[src/rtl/oam_dma.sv]
// oam_dma: CPU/DMA bus master mux plus OAM copy engine.
// A store to REG_ADDR copies LENGTH bytes from {page,8'h00} to DEST over the
// shared m_* bus, one READ / READ_LATENCY x WAIT / WRITE sequence per byte.
// Optional one-cycle completion pulse on 'done' when OAM_DMA_DONE_EN is defined.
module oam_dma #(
  parameter int unsigned READ_LATENCY = 2,
  parameter logic [15:0] REG_ADDR     = 16'hFF46,
  parameter logic [15:0] DEST         = 16'hFE00,
  parameter int unsigned LENGTH       = 160
) (
  input  logic        clock,
  input  logic        resetn,
  input  logic [15:0] cpu_address,
  input  logic [7:0]  cpu_indata,
  input  logic        cpu_load,
  input  logic        cpu_store,
  output logic [7:0]  cpu_outdata,
  output logic [15:0] m_address,
  output logic [7:0]  m_indata,
  output logic        m_load,
  output logic        m_store,
  input  logic [7:0]  m_outdata,
`ifdef OAM_DMA_DONE_EN
  output logic        done,
`endif
  output logic        busy
);

  localparam int unsigned IDX_W  = 8;
  localparam int unsigned WAIT_W = 3;
  localparam logic [IDX_W-1:0]  LAST_IDX  = IDX_W'(LENGTH - 1);
  localparam logic [WAIT_W-1:0] LAST_WAIT = WAIT_W'(READ_LATENCY - 1);

  typedef enum logic [1:0] {S_IDLE, S_READ, S_WAIT, S_WRITE} state_t;
  typedef enum logic [1:0] {TAG_NONE, TAG_REG, TAG_BLOCK} tag_t;

  state_t              state_q, state_d;
  logic [7:0]          src_page_q, src_page_d;
  logic [IDX_W-1:0]    index_q, index_d;
  logic [WAIT_W-1:0]   wait_q, wait_d;
  logic [7:0]          latch_q, latch_d;
  logic                busy_d;
  tag_t                tag_q [READ_LATENCY];
  tag_t                tag_in;
  logic                reg_hit;
  logic                reg_store;
  logic                last_byte;

  assign reg_hit   = (cpu_address == REG_ADDR);
  assign reg_store = cpu_store && reg_hit;
  assign last_byte = (index_q == LAST_IDX);

  // Classify this cycle's CPU load for the return-data pipeline.
  always_comb begin
    tag_in = TAG_NONE;
    if (cpu_load) begin
      if (busy)         tag_in = TAG_BLOCK;
      else if (reg_hit) tag_in = TAG_REG;
    end
  end

  // State and datapath registers.
  always_ff @(posedge clock or negedge resetn) begin
    if (!resetn) begin
      state_q    <= S_IDLE;
      src_page_q <= 8'h00;
      index_q    <= '0;
      wait_q     <= '0;
      latch_q    <= 8'h00;
      busy       <= 1'b0;
      for (int k = 0; k < int'(READ_LATENCY); k++) tag_q[k] <= TAG_NONE;
    end else begin
      state_q    <= state_d;
      src_page_q <= src_page_d;
      index_q    <= index_d;
      wait_q     <= wait_d;
      latch_q    <= latch_d;
      busy       <= busy_d;
      for (int k = 1; k < int'(READ_LATENCY); k++) tag_q[k] <= tag_q[k-1];
      tag_q[0] <= tag_in;
    end
  end

  // Next-state logic and shared-bus drive; a register store always (re)starts.
  always_comb begin
    state_d    = state_q;
    src_page_d = src_page_q;
    index_d    = index_q;
    wait_d     = wait_q;
    latch_d    = latch_q;
    busy_d     = busy;
    m_address  = cpu_address;
    m_indata   = cpu_indata;
    m_load     = cpu_load;
    m_store    = cpu_store && !reg_hit;
    case (state_q)
      S_IDLE: ;
      S_READ: begin
        m_address = {src_page_q, index_q};
        m_indata  = latch_q;
        m_load    = 1'b1;
        m_store   = 1'b0;
        wait_d    = '0;
        state_d   = S_WAIT;
      end
      S_WAIT: begin
        m_address = {src_page_q, index_q};
        m_indata  = latch_q;
        m_load    = 1'b0;
        m_store   = 1'b0;
        if (wait_q == LAST_WAIT) begin
          latch_d = m_outdata;
          state_d = S_WRITE;
        end else begin
          wait_d = wait_q + WAIT_W'(1);
        end
      end
      S_WRITE: begin
        m_address = DEST + 16'(index_q);
        m_indata  = latch_q;
        m_load    = 1'b0;
        m_store   = 1'b1;
        if (last_byte) begin
          state_d = S_IDLE;
          busy_d  = 1'b0;
        end else begin
          index_d = index_q + IDX_W'(1);
          state_d = S_READ;
        end
      end
      default: state_d = S_IDLE;
    endcase
    if (reg_store) begin
      src_page_d = cpu_indata;
      index_d    = '0;
      wait_d     = '0;
      state_d    = S_READ;
      busy_d     = 1'b1;
    end
  end

  // Return data selected by the tag that has aged READ_LATENCY cycles.
  always_comb begin
    case (tag_q[READ_LATENCY-1])
      TAG_REG:   cpu_outdata = src_page_q;
      TAG_BLOCK: cpu_outdata = 8'hFF;
      default:   cpu_outdata = m_outdata;
    endcase
  end

`ifdef OAM_DMA_DONE_EN
  // Completion pulse after the final write, suppressed by a same-cycle restart.
  always_ff @(posedge clock or negedge resetn) begin
    if (!resetn) done <= 1'b0;
    else         done <= (state_q == S_WRITE) && last_byte && !reg_store;
  end
`endif

endmodule
[config.mk]
export PLATFORM = sky130hd
export DESIGN_NAME = oam_dma
export DESIGN_NICKNAME = d
export VERILOG_FILES = /design/src/rtl/oam_dma.sv
export SDC_FILE = /design/constraint.sdc
export NUM_CORES = 1
export LEC_CHECK = 0
export BUFFER_PORTS_ARGS = -buffer_cell sky130_fd_sc_hd__buf_4
export CAP_MARGIN = 25
export CORE_ASPECT_RATIO = 0.75
export CORE_MARGIN = 5
export CORE_UTILIZATION = 50
export DETAILED_ROUTE_END_ITERATION = 8
export GPL_ROUTABILITY_DRIVEN = 0
export PLACE_DENSITY = 0.77
export REMOVE_ABC_BUFFERS = 1
export SLEW_MARGIN = 5
export SYNTH_ARGS = -nofsm -noshare
export SYNTH_HDL_FRONTEND = slang
export SYNTH_SLANG_ARGS = --single-unit
[constraint.sdc]
create_clock -name clock -period 1.8 [get_ports clock]
set_input_delay 0.18 -clock clock [delete_from_list [all_inputs] [get_ports clock]]
set_output_delay 0.18 -clock clock [all_outputs]
set_load 0.05 [all_outputs]
* Word-level counts from Yosys, hierarchy flattened
Index checks and enable logic that the tools add are counted.
Cells by class: mux-type cells 21, eq/ne operators 11, reductions and logical operators 15, $add $sub $neg 3
Operators by type and width (number):
- 8-bit two-way mux | 4
- 16-bit case mux with 2 select lines | 1
- 16-bit equality test (second input constant) | 1
- 8-bit case mux with 2 select lines | 1
- 10-bit by 9-bit adder with 11-bit output (first input constant) | 1
- 2-bit AND reduction | 5
- 8-bit by 1-bit adder with 8-bit output (second input constant) | 1
- 8-bit equality test (second input constant) | 1
- 2-bit two-way mux | 4
- 2-bit equality test (second input constant) | 3
- 3-bit two-way mux | 2
- 3-bit != test (second input constant) | 2
- 2-bit case mux with 3 select lines | 1
- 3-bit case mux with 2 select lines | 1
- 1-bit two-way mux | 5
- 2-bit by 1-bit equality test with 1-bit output (second input constant) | 2
- 1-bit case mux with 2 select lines | 2
- 2-bit nonzero test | 2
- 4-bit nonzero test | 1
- 2-bit OR reduction | 2
- 3-bit by 1-bit adder with 3-bit output (second input constant) | 1
- 3-bit by 1-bit equality test with 1-bit output (second input constant) | 1
- 3-bit nonzero test | 1
- 3-bit OR reduction | 1
- other kinds (3) | 4
Word-level totals: bits in registers 34, word-level logic and storage cells 58

* Longest topological paths before layout
Gate-level depths: netlist of run 1.
depth after elaboration 4, depth in mapped cells 7, gate-level depth less buffers 6

* Worst setup path before layout of run 1
OpenSTA, ideal clock, no wires.
kind reg2out, start point reg state_q[0], end point out m_address[5], data required time 1.620 ns, data arrival time 2.466 ns, stages on the path, launching flop included 8, slack -0.846 ns, cells stage by stage dfrtp_1 inv_1 ha_1 clkbuf_1 or2_2 clkbuf_1 nand2_1 o21ai_0
Between the ends: longest elaborated chain between the ends 3, elaborated cells between the ends (all ways) 5
Ends and longest elaborated chain:
- from (decl) | line 37 | state_t state_q, state_d;
- from (signal assigned) | line 73 | state_q <= state_d;
- 2-bit equality test or 2-bit by 1-bit equality test with 1-bit output (tied branches) | line 96 | case (state_q)
- 2-bit OR reduction (no source line)
- 16-bit case mux with 2 select lines * | line 96
- to (decl) | line 18 | output logic [15:0] m_address,
Mark *: on every way between the ends. The rest lies on a longest branch, timed or not.

* Worst setup path in the final report of run 1
start point reg state_q[0], end point out m_address[6]
The elaborated chain is that of the path after synthesis.

==> metrics.csv, run 1 <==
metric,value,unit
fmax,542,MHz
Leakage,1.50,nW
sequential share of the synthesized area,40.6,%
worst setup margin,-0.0448,ns
Initial Utilization,51.7,%
slowest CP cell,dfrtp_1,
DP HPWL,4.39,mm
Site Rows,20,
Placed Instances,350,
status,"finished, violations left",
Bufs and invs on worst path,2,
Core Footprint,4050,um2
Crit path max-delay family,flip-flops,
post-synthesis cell type count,38,
data required time at the worst endpoint,1.62,ns
die width,84.8,um
Tot Pwr,6.39,mW
crit-path max cell delay,0.40,ns
I/O Pins,71,
final period utilization,102,%
crit path cell chain,inv_2 > ha_4 > or2_4 > nand2_1 > o21ai_2 > buf_6,
Slew HR,71.0,%
DR vias/cell,5.66,
Pre-Repair DR Iteration Count,4,
cell area after synthesis,2100,um2
CP startpoint kind,register,
die area,5600,um2
Congestion Overflow GR,0,
max-cap violation count,0,
Die Span Y,66.1,um
Synth async-reset ratio,100,%
final setup fails,2,
Antenna diodes,0,
IO buf count,70,
"EDFF count, synth",0,
"Clk Latency, worst-skew pair",0.28,ns
final WL,6.57,mm
largest area contributor in the netlist,dfrtp_1,
Pins Over Slew Limit,0,
Place WS,0.0362,ns
DR iter-0 viols,184,
VDD IR max,1240,uV
Synth Instances,229,
Root Buffer,clkbuf_8,
fin nets,358,
cell with the most instances after synthesis,nand2_1,
layout cells sized above 1,47.1,%
Commonest cells post-synth,"nand2_1 (42), dfrtp_1 (34), o21ai_0 (26), mux2_2 (24), a21oi_1 (19)",
drt wl/cell,17.8,um
CTS Buffer Depth,2,
dominant synthesized flop cell,dfrtp_1,
worst hold path type,in2reg,
Final Hold Fails,0,
crit path max fanout,8,
worst path arrival time,1.66,ns
synth warn,0,
H-tree depth,2,
worst-margin pin slew,0.435,ns
Setup CP Type,reg2out,
DRC,0,
Syn-to-layout area delta,50.7,%
TritonCTS buffer count,5,
kind of end point of the critical path,output pin,
clk_skew,0.00290,ns
Avg Inst Size Synth,9.15,um2
clk sinks,34,
CTS tree,done,
hold_ws,0.139,ns
first-pass GRT wire length,10.2,mm
antenna-violating nets left,0,
RSZ-0062 raised after global routing,yes,
largest net degree at the start of global routing,35,
Yosys reg bits,34,
Synth area leaders,"dfrtp_1 (41%), mux2_2 (13%), nand2_1 (7.5%)",
post-synth top area share,40.6,%
clock slew at reported path FFs,0.07,ns
vias post-DR,2088,
Post-Layout Cell Count,369,
P per Cell Area,2020,nW/um2
Setup TNS Final,-0.0625,ns
Tot GR Track Use,23.2,%
failing checks,setup timing,
Final Critical Period,1.84,ns
vias in the first global route,2130,
initial antenna violation count,0,
## layout make-up
type | count | area [um2]
Multi-Input combinational cell | 173 | 1260
Fill cell | 268 | 896
Sequential cell | 34 | 851
Timing Repair Buffer | 93 | 851
Clock buffer | 7 | 76.3
Tap cell | 55 | 68.8
Clock inverter | 1 | 30.0
Inverter | 6 | 22.5
## power by group
part           switching [mW]  leakage, nW  internal [mW]
logic                    2.68         1.01           1.85
registers               0.197        0.438          0.978
clock network           0.265       0.0524          0.414
## kinds of logic after synthesis
family | after synthesis | synth area share, %
simple gates | 76 | 17.6
compound gates | 56 | 14.9
flops | 34 | 40.6
mux | 27 | 14.8
buf+inv | 22 | 4.72
fa+ha+maj | 9 | 5.37
xor+xnor | 5 | 2.09
## what timing repair did
action | in CTS | in global routing
cloned | 1 | 0
gates resized for setup | 26 | 47
hold buffers | 1 | 0
buffers inserted | 7 | 2
pin swaps | 0 | 2
setup endpoints to repair | 34 | 37
endpoints found under the hold margin | 34 | 0
## final timing paths
kind | from | end | slack (ns) | depth (start not counted)
min in group asynchronous | resetn | index_q[4] | 0.39 | 2
max reg2reg | index_q[0] | index_q[1] | 0.08 | 6
min | cpu_indata[7] | src_page_q[7] | 0.14 | 2
min reg2reg | tag_q[2] | tag_q[0] | 0.35 | 0
max | state_q[0] | m_address[6] | -0.04 | 6
max in group asynchronous | resetn | tag_q[3] | 1.10 | 2
## layout by cell type (no fill, tap or decap), types with 2 or more instances in the layout
master / n
inv_2: 2
and3_1: 2
ha_1: 6
dfrtp_1: 34
o21ai_2: 10
clkbuf_1: 2
a21oi_1: 18
a22oi_1: 2
mux2_2: 23
and2_1: 2
ha_4: 3
mux2_4: 3
inv_1: 4
buf_4: 61
buf_6: 28
xor2_1: 4
a211oi_1: 2
nand2_1: 42
nor2b_1: 2
o21ai_1: 8
nor2_1: 13
clkbuf_8: 5
o21ai_0: 8
nand4_1: 5
## flip-flops by register name, indices dropped and copies added, names as in the netlist
name / flops
latch_q: 8
src_page_q: 8
wait_q: 3
tag_q: 4
busy: 1
index_q: 8
state_q: 2
## metrics by stage
| stage | util, % | cell area, um2 |
|---|---|---|
| finish | 77.9 | 3160 |
| global route | 77.9 | 3160 |
| CTS | 73.8 | 2990 |
| detailed placement | 67.0 | 2720 |
| global placement | 67.0 | 2720 |
| floorplan | - | 2020 |
## worst register-to-register path, stage by stage (launching register included)
cell,delay (ns)
dfrtp_1,0.43
ha_1,0.31
nand2_1,0.17
o41ai_2,0.27
buf_4,0.19
mux2i_1,0.18
nor2_1,0.05
## routing by layer
layer  vias to the layer above  share of wire, %  GRT usage, %
li1                        967                 -             -
met1                      1010                41          29.7
met3                        14               8.0          5.48
met4                         0               1.4          8.50
met2                        97                50          38.5
met5                         -                 0             0
Power figures use the tool's default switching activity.
==> run 2: changes to the inputs <==
--- a/config.mk
+++ b/config.mk
@@ -5,7 +5,7 @@
 export SDC_FILE = /design/constraint.sdc
 export NUM_CORES = 1
 export LEC_CHECK = 0
-export BUFFER_PORTS_ARGS = -buffer_cell sky130_fd_sc_hd__buf_4
+export BUFFER_PORTS_ARGS = -buffer_cell sky130_fd_sc_hd__buf_2
 export CAP_MARGIN = 25
 export CORE_ASPECT_RATIO = 0.75
 export CORE_MARGIN = 5
@@ -14,7 +14,6 @@
 export GPL_ROUTABILITY_DRIVEN = 0
 export PLACE_DENSITY = 0.77
 export REMOVE_ABC_BUFFERS = 1
-export SLEW_MARGIN = 5
 export SYNTH_ARGS = -nofsm -noshare
 export SYNTH_HDL_FRONTEND = slang
 export SYNTH_SLANG_ARGS = --single-unit
==> run 2 against run 1 <==
Effect of this change:
- the run still ends with setup timing left
- utilization decreased by 2.4 points
- via count down 0.14%
- clock skew is 0.00084 ns higher
- combinational power is 1% higher
- total power shrank 1.3%
- setup slack better by 0.027 ns
- wire length fell by 1.6%
- sequential power about the same
- first-iteration DRC count down 1.1%
- global-route usage fell by 1.6 points
==> metrics.csv, run 2 (synthesis results as in run 1) <==
metric,value,unit,change
clk sinks,34,,unchanged
fin nets,363,,+1.4%
P per Cell Area,2060,nW/um2,+1.9%
CTS Buffer Depth,2,,unchanged
CTS tree,done,,
TritonCTS buffer count,5,,unchanged
vias in the first global route,1933,,-9.2%
Root Buffer,clkbuf_8,,
DP HPWL,4.06,mm,-7.4%
DR vias/cell,5.60,,-0.95%
Place WS,0.0984,ns,+0.0622 ns
clk_skew,0.00374,ns,+0.000837 ns
vias post-DR,2085,,-0.14%
Tot Pwr,6.31,mW,-1.3%
Post-Layout Cell Count,372,,+0.81%
I/O Pins,71,,unchanged
Routed met2 length,3.20,mm,-1.9%
worst-margin pin slew,0.751,ns,+0.316 ns
Setup TNS Final,-0.0363,ns,+0.0261 ns
worst setup margin,-0.0177,ns,+0.0271 ns
VDD IR max,1320,uV,+6.7%
WL met1,2.53,mm,-6.3%
failing checks,setup timing,,
antenna-violating nets left,0,,unchanged
status,"finished, violations left",,
Leakage,1.48,nW,-1.2%
Initial Utilization,51.7,%,unchanged
largest net degree at the start of global routing,35,,unchanged
data required time at the worst endpoint,1.62,ns,about the same
Slew HR,49.9,%,-21 points
Met3 Wirelength,548,um,+4.6%
worst path arrival time,1.64,ns,-0.02 ns
DR iter-0 viols,182,,-1.1%
die area,5600,um2,unchanged
die width,84.8,um,unchanged
Pins Over Slew Limit,0,,unchanged
drt wl/cell,17.4,um,-2.4%
Final Critical Period,1.82,ns,-0.0271 ns
uppermost layer routed,met4,,
Congestion Overflow GR,0,,unchanged
first-pass GRT wire length,9.38,mm,-7.7%
worst hold path type,in2reg,,
"Clk Latency, worst-skew pair",0.28,ns,about the same
clock slew at reported path FFs,0.06,ns,about the same
most frequent cells in the layout,"nand2_1 (40), buf_2 (37), dfrtp_1 (34)",,
fmax,550,MHz,+1.5%
Setup CP Type,reg2out,,
Antenna diodes,0,,unchanged
crit path max fanout,8,,unchanged
final setup fails,4,,+2
hold_ws,0.138,ns,-0.00138 ns
max-cap violation count,0,,unchanged
CP startpoint kind,register,,
Pre-Repair DR Iteration Count,4,,unchanged
Core Footprint,4050,um2,unchanged
Final Hold Fails,0,,unchanged
initial antenna violation count,0,,unchanged
Site Rows,20,,unchanged
Tot GR Track Use,21.6,%,-1.6 points
most common library cell in the layout ignoring fill and taps,nand2_1,,
DRC,0,,unchanged
Die Span Y,66.1,um,unchanged
largest registers,"index_q x8, latch_q x8, src_page_q x8",,
final period utilization,101,%,-1.5 points
H-tree depth,2,,unchanged
layout cells sized above 1,48.9,%,+1.8 points
Syn-to-layout area delta,46.0,%,
kind of end point of the critical path,output pin,,
IO buf count,70,,unchanged
Placed Instances,351,,+0.29%
final WL,6.47,mm,-1.6%
RSZ-0062 raised after global routing,yes,,
[run 2: worst paths after layout]
| kind | depth (start not counted) | slack [ns] | to | start |
|---|---|---|---|---|
| min | 2 | 0.14 | latch_q[7] | m_outdata[7] |
| max in group asynchronous | 2 | 0.82 | src_page_q[2] | resetn |
| min reg2reg | 0 | 0.36 | tag_q[0] | tag_q[2] |
| max reg2reg | 6 | 0.03 | index_q[1] | index_q[0] |
| min in group asynchronous | 2 | 0.50 | index_q[3] | resetn |
| max | 6 | -0.02 | m_address[6] | state_q[0] |
[run 2: layer usage]
| layer | up-vias | track usage, % |
|---|---|---|
| met4 | 0 | 6.32 |
| met3 | 21 | 7.10 |
| met2 | 102 | 34.3 |
| met1 | 983 | 28.1 |
| met5 | - | 0 |
| li1 | 979 | - |
[run 2: power by group]
part / internal (mW) / total [mW] / leakage (nW) / switching, mW
sequential: 0.979 / 1.17 / 0.438 / 0.196
clock: 0.295 / 0.550 / 0.0431 / 0.256
combinational: 1.88 / 4.59 / 1.00 / 2.70
total: 3.16 / 6.31 / 1.48 / 3.16
[run 2: worst max-delay path, cell delays in order (launching register included)]
cell and delay [ns]:
dfrtp_1 0.40, inv_2 0.07, ha_4 0.28, or2_4 0.17, nand2_2 0.08, o21ai_2 0.17, buf_6 0.18
[run 2: area by class of cell]
cell class              instances  area, um2
fillers                       247        993
clock buffers                   6       82.6
well taps                      55       68.8
flip-flops and latches         34        851
inverters                       6       22.5
repair buffers                 98        790
multi-input cells             173       1250
[run 2: through the flow]
step           area (um2)  utilization, %
2_1_floorplan        2020               -
3_3_place_gp         2550            62.9
3_5_place_dp         2550            62.9
4_1_cts              2840            70.0
5_1_grt              3060            75.5
6_report             3060            75.5
[run 2: timing repair]
item	4_1_cts	5_1_grt
hold endpoints to repair	34	0
hold buffers	1	0
setup endpoints to repair	34	34
buffers inserted	2	11
pin swaps	0	8
cloned	1	0
resized for setup	53	53
==> run 3: changes to the inputs <==
==> constraint.sdc (replaced) <==
create_clock -name clock -period 1.7 [get_ports clock]
set_input_delay 0.17 -clock clock [delete_from_list [all_inputs] [get_ports clock]]
set_output_delay 0.17 -clock clock [all_outputs]
set_load 0.05 [all_outputs]
==> run 3 against run 2 <==
Effect of this change:
- the run still ends with setup timing left
- combinational power increased by 21%
- sequential power increased by 8%
- cell count increased by 2.2%
- clock skew increased by 0.0039 ns
- count of clock-buffer cells in the layout increased by 1
- hold slack got worse by 0.018 ns
- wire length increased by 23%
- via count increased by 7.6%
- largest power group unchanged
==> metrics.csv, run 3 (synthesis results as in run 1) <==
metric,value,unit,change
status,"finished, violations left",,
failing checks,setup timing,,
Setup CP Type,reg2out,,
antenna-violating nets left,0,,unchanged
Placed Instances,353,,+0.57%
Congestion Overflow GR,0,,unchanged
largest net degree at the start of global routing,35,,unchanged
DP HPWL,4.09,mm,+0.64%
worst setup margin,-0.116,ns,-0.0985 ns
Final Critical Period,1.82,ns,
Sw Ratio,49.0,%,-1.0 points
Leakage,1.62,nW,+9.2%
Core Footprint,4050,um2,unchanged
Crit path max-delay family,flip-flops,,
fin nets,369,,+1.7%
worst hold path type,in2reg,,
Clock Power Share,8.5,%,-0.2 points
worst path arrival time,1.65,ns,about the same
Place WS,-0.0489,ns,-0.147 ns
first-pass GRT wire length,10.3,mm,+9.6%
CTS Buffer Depth,2,,unchanged
Pre-Repair DR Iteration Count,5,,+1
die area,5600,um2,unchanged
hold path start,m_outdata[0],,
most frequent cells in the layout,"nand2_1 (38), buf_2 (36), dfrtp_1 (34)",,
final WL,7.95,mm,+23%
die width,84.8,um,unchanged
RSZ-0062 raised after global routing,yes,,
CTS tree,done,,
DR vias/cell,5.91,,+5.4%
launching point of the worst reg2reg path,index_q[0],,
CP startpoint kind,register,,
vias in the first global route,2092,,+8.2%
"Clk Latency, worst-skew pair",0.29,ns,about the same
TritonCTS buffer count,5,,unchanged
Most common cell on crit path,buf_8,,
drt wl/cell,20.9,um,+20%
DRC,0,,unchanged
Antenna diodes,0,,unchanged
Worst R2R Setup Slack,-0.05,ns,-0.08 ns
kind of end point of the critical path,output pin,,
H-tree depth,2,,unchanged
Final Hold Fails,0,,unchanged
largest registers,"index_q x8, latch_q x8, src_page_q x8",,
crit-path max cell delay,0.41,ns,about the same
I/O Pins,71,,unchanged
Psw,3.66,mW,+16%
Syn-to-layout area delta,61.6,%,
Slew HR,47.4,%,-2.5 points
initial antenna violation count,0,,unchanged
Initial Utilization,51.7,%,unchanged
internal power,3.81,mW,+21%
Seq pwr share,16.9,%,-1.7 points
clk sinks,34,,unchanged
worst-margin pin slew,0.789,ns,+0.0378 ns
Site Rows,20,,unchanged
final period utilization,107,%,
IO buf count,70,,unchanged
crit path cell chain,inv_2 > ha_4 > buf_8 > mux2_4 > buf_8,,
max-cap violation count,0,,unchanged
Root Buffer,clkbuf_8,,
P per Cell Area,2200,nW/um2,+6.9%
Combinational Power Share,74.6,%,+1.9 points
most common library cell in the layout ignoring fill and taps,nand2_1,,
Tot GR Track Use,23.6,%,+2.0 points
Pins Over Slew Limit,0,,unchanged
VDD IR max,1330,uV,+0.79%
data required time at the worst endpoint,1.53,ns,-0.09 ns
layout cells sized above 1,54.2,%,+5.3 points
crit path max fanout,5,,-3
Critical Path Source,state_q[0],,
clk_skew,0.00761,ns,+0.00387 ns
Bufs and invs on worst path,3,,+1
clock slew at reported path FFs,0.07,ns,about the same
slowest CP cell,dfrtp_1,,
final setup fails,33,,+29
Post-Layout Cell Count,380,,+2.2%
DR iter-0 viols,208,,+14%
vias post-DR,2244,,+7.6%
fmax,551,MHz,
Die Span Y,66.1,um,unchanged
[run 3: changes by cell type in the layout (fill, tap and decap cells not counted), moves of 4 or more]
cell,previous run,this run
buf_8,0,10
buf_4,30,23
o21ai_4,0,4
o21ai_0,8,2
mux2_4,2,11
mux2_2,24,15
[run 3: routing by layer]
| layer | up-vias | share of wire, % | global-route usage [%] |
|---|---|---|---|
| li1 | 996 | - | - |
| met1 | 1082 | 40 | 29.8 |
| met2 | 128 | 48 | 39.3 |
| met3 | 38 | 7.9 | 5.73 |
| met4 | 0 | 4.4 | 9.09 |
| met5 | - | 0 | 0 |
[run 3: final timing paths]
check / to / depth (start not counted)
max: m_indata[3] / 5
min: latch_q[0] / 2
max reg2reg: index_q[2] / 6
min reg2reg: tag_q[1] / 0
max in group asynchronous: latch_q[6] / 2
min in group asynchronous: tag_q[0] / 2
[run 3: power by group through the flow]
stage	registers, mW	clock network, mW	logic, mW
2_1_floorplan	1.19	0	2.69
3_3_place_gp	1.23	0	3.54
3_5_place_dp	1.24	0	3.58
4_1_cts	1.24	0.621	4.61
5_1_grt	1.29	0.681	5.81
6_report	1.26	0.634	5.57
[run 3: final cells by class]
type                       instances  area [um2]
clock buffer                       7        86.3
clock inverter                     1        5.00
fill                             214         667
inverter                           6        22.5
multi-input combinational        173        1370
sequential                        34         851
tap                               55        68.8
timing repair buffer             104         988
[run 3: through the flow]
| stage | hold slack, ns | utilization [%] | TNS [ns] | power [mW] | instance area (um2) |
|---|---|---|---|---|---|
| 2_1_floorplan | -0.126 | - | -17.90 | 3.88 | 2020 |
| 3_3_place_gp | 0.284 | 63.2 | 0 | 4.77 | 2560 |
| 3_5_place_dp | 0.285 | 63.2 | -0.304 | 4.83 | 2560 |
| 4_1_cts | 0.125 | 74.4 | -1.37 | 6.47 | 3020 |
| 5_1_grt | 0.130 | 83.5 | -4.26 | 7.78 | 3390 |
| 6_report | 0.120 | 83.5 | -2.37 | 7.46 | 3390 |
[run 3: repair_timing]
item	4_1_cts	5_1_grt
hold buffers	1	0
endpoints found under the hold margin	34	0
resized for setup	100	59
buffers inserted	4	10
pin swaps	9	4
setup endpoints to repair	34	39
cloned	1	3
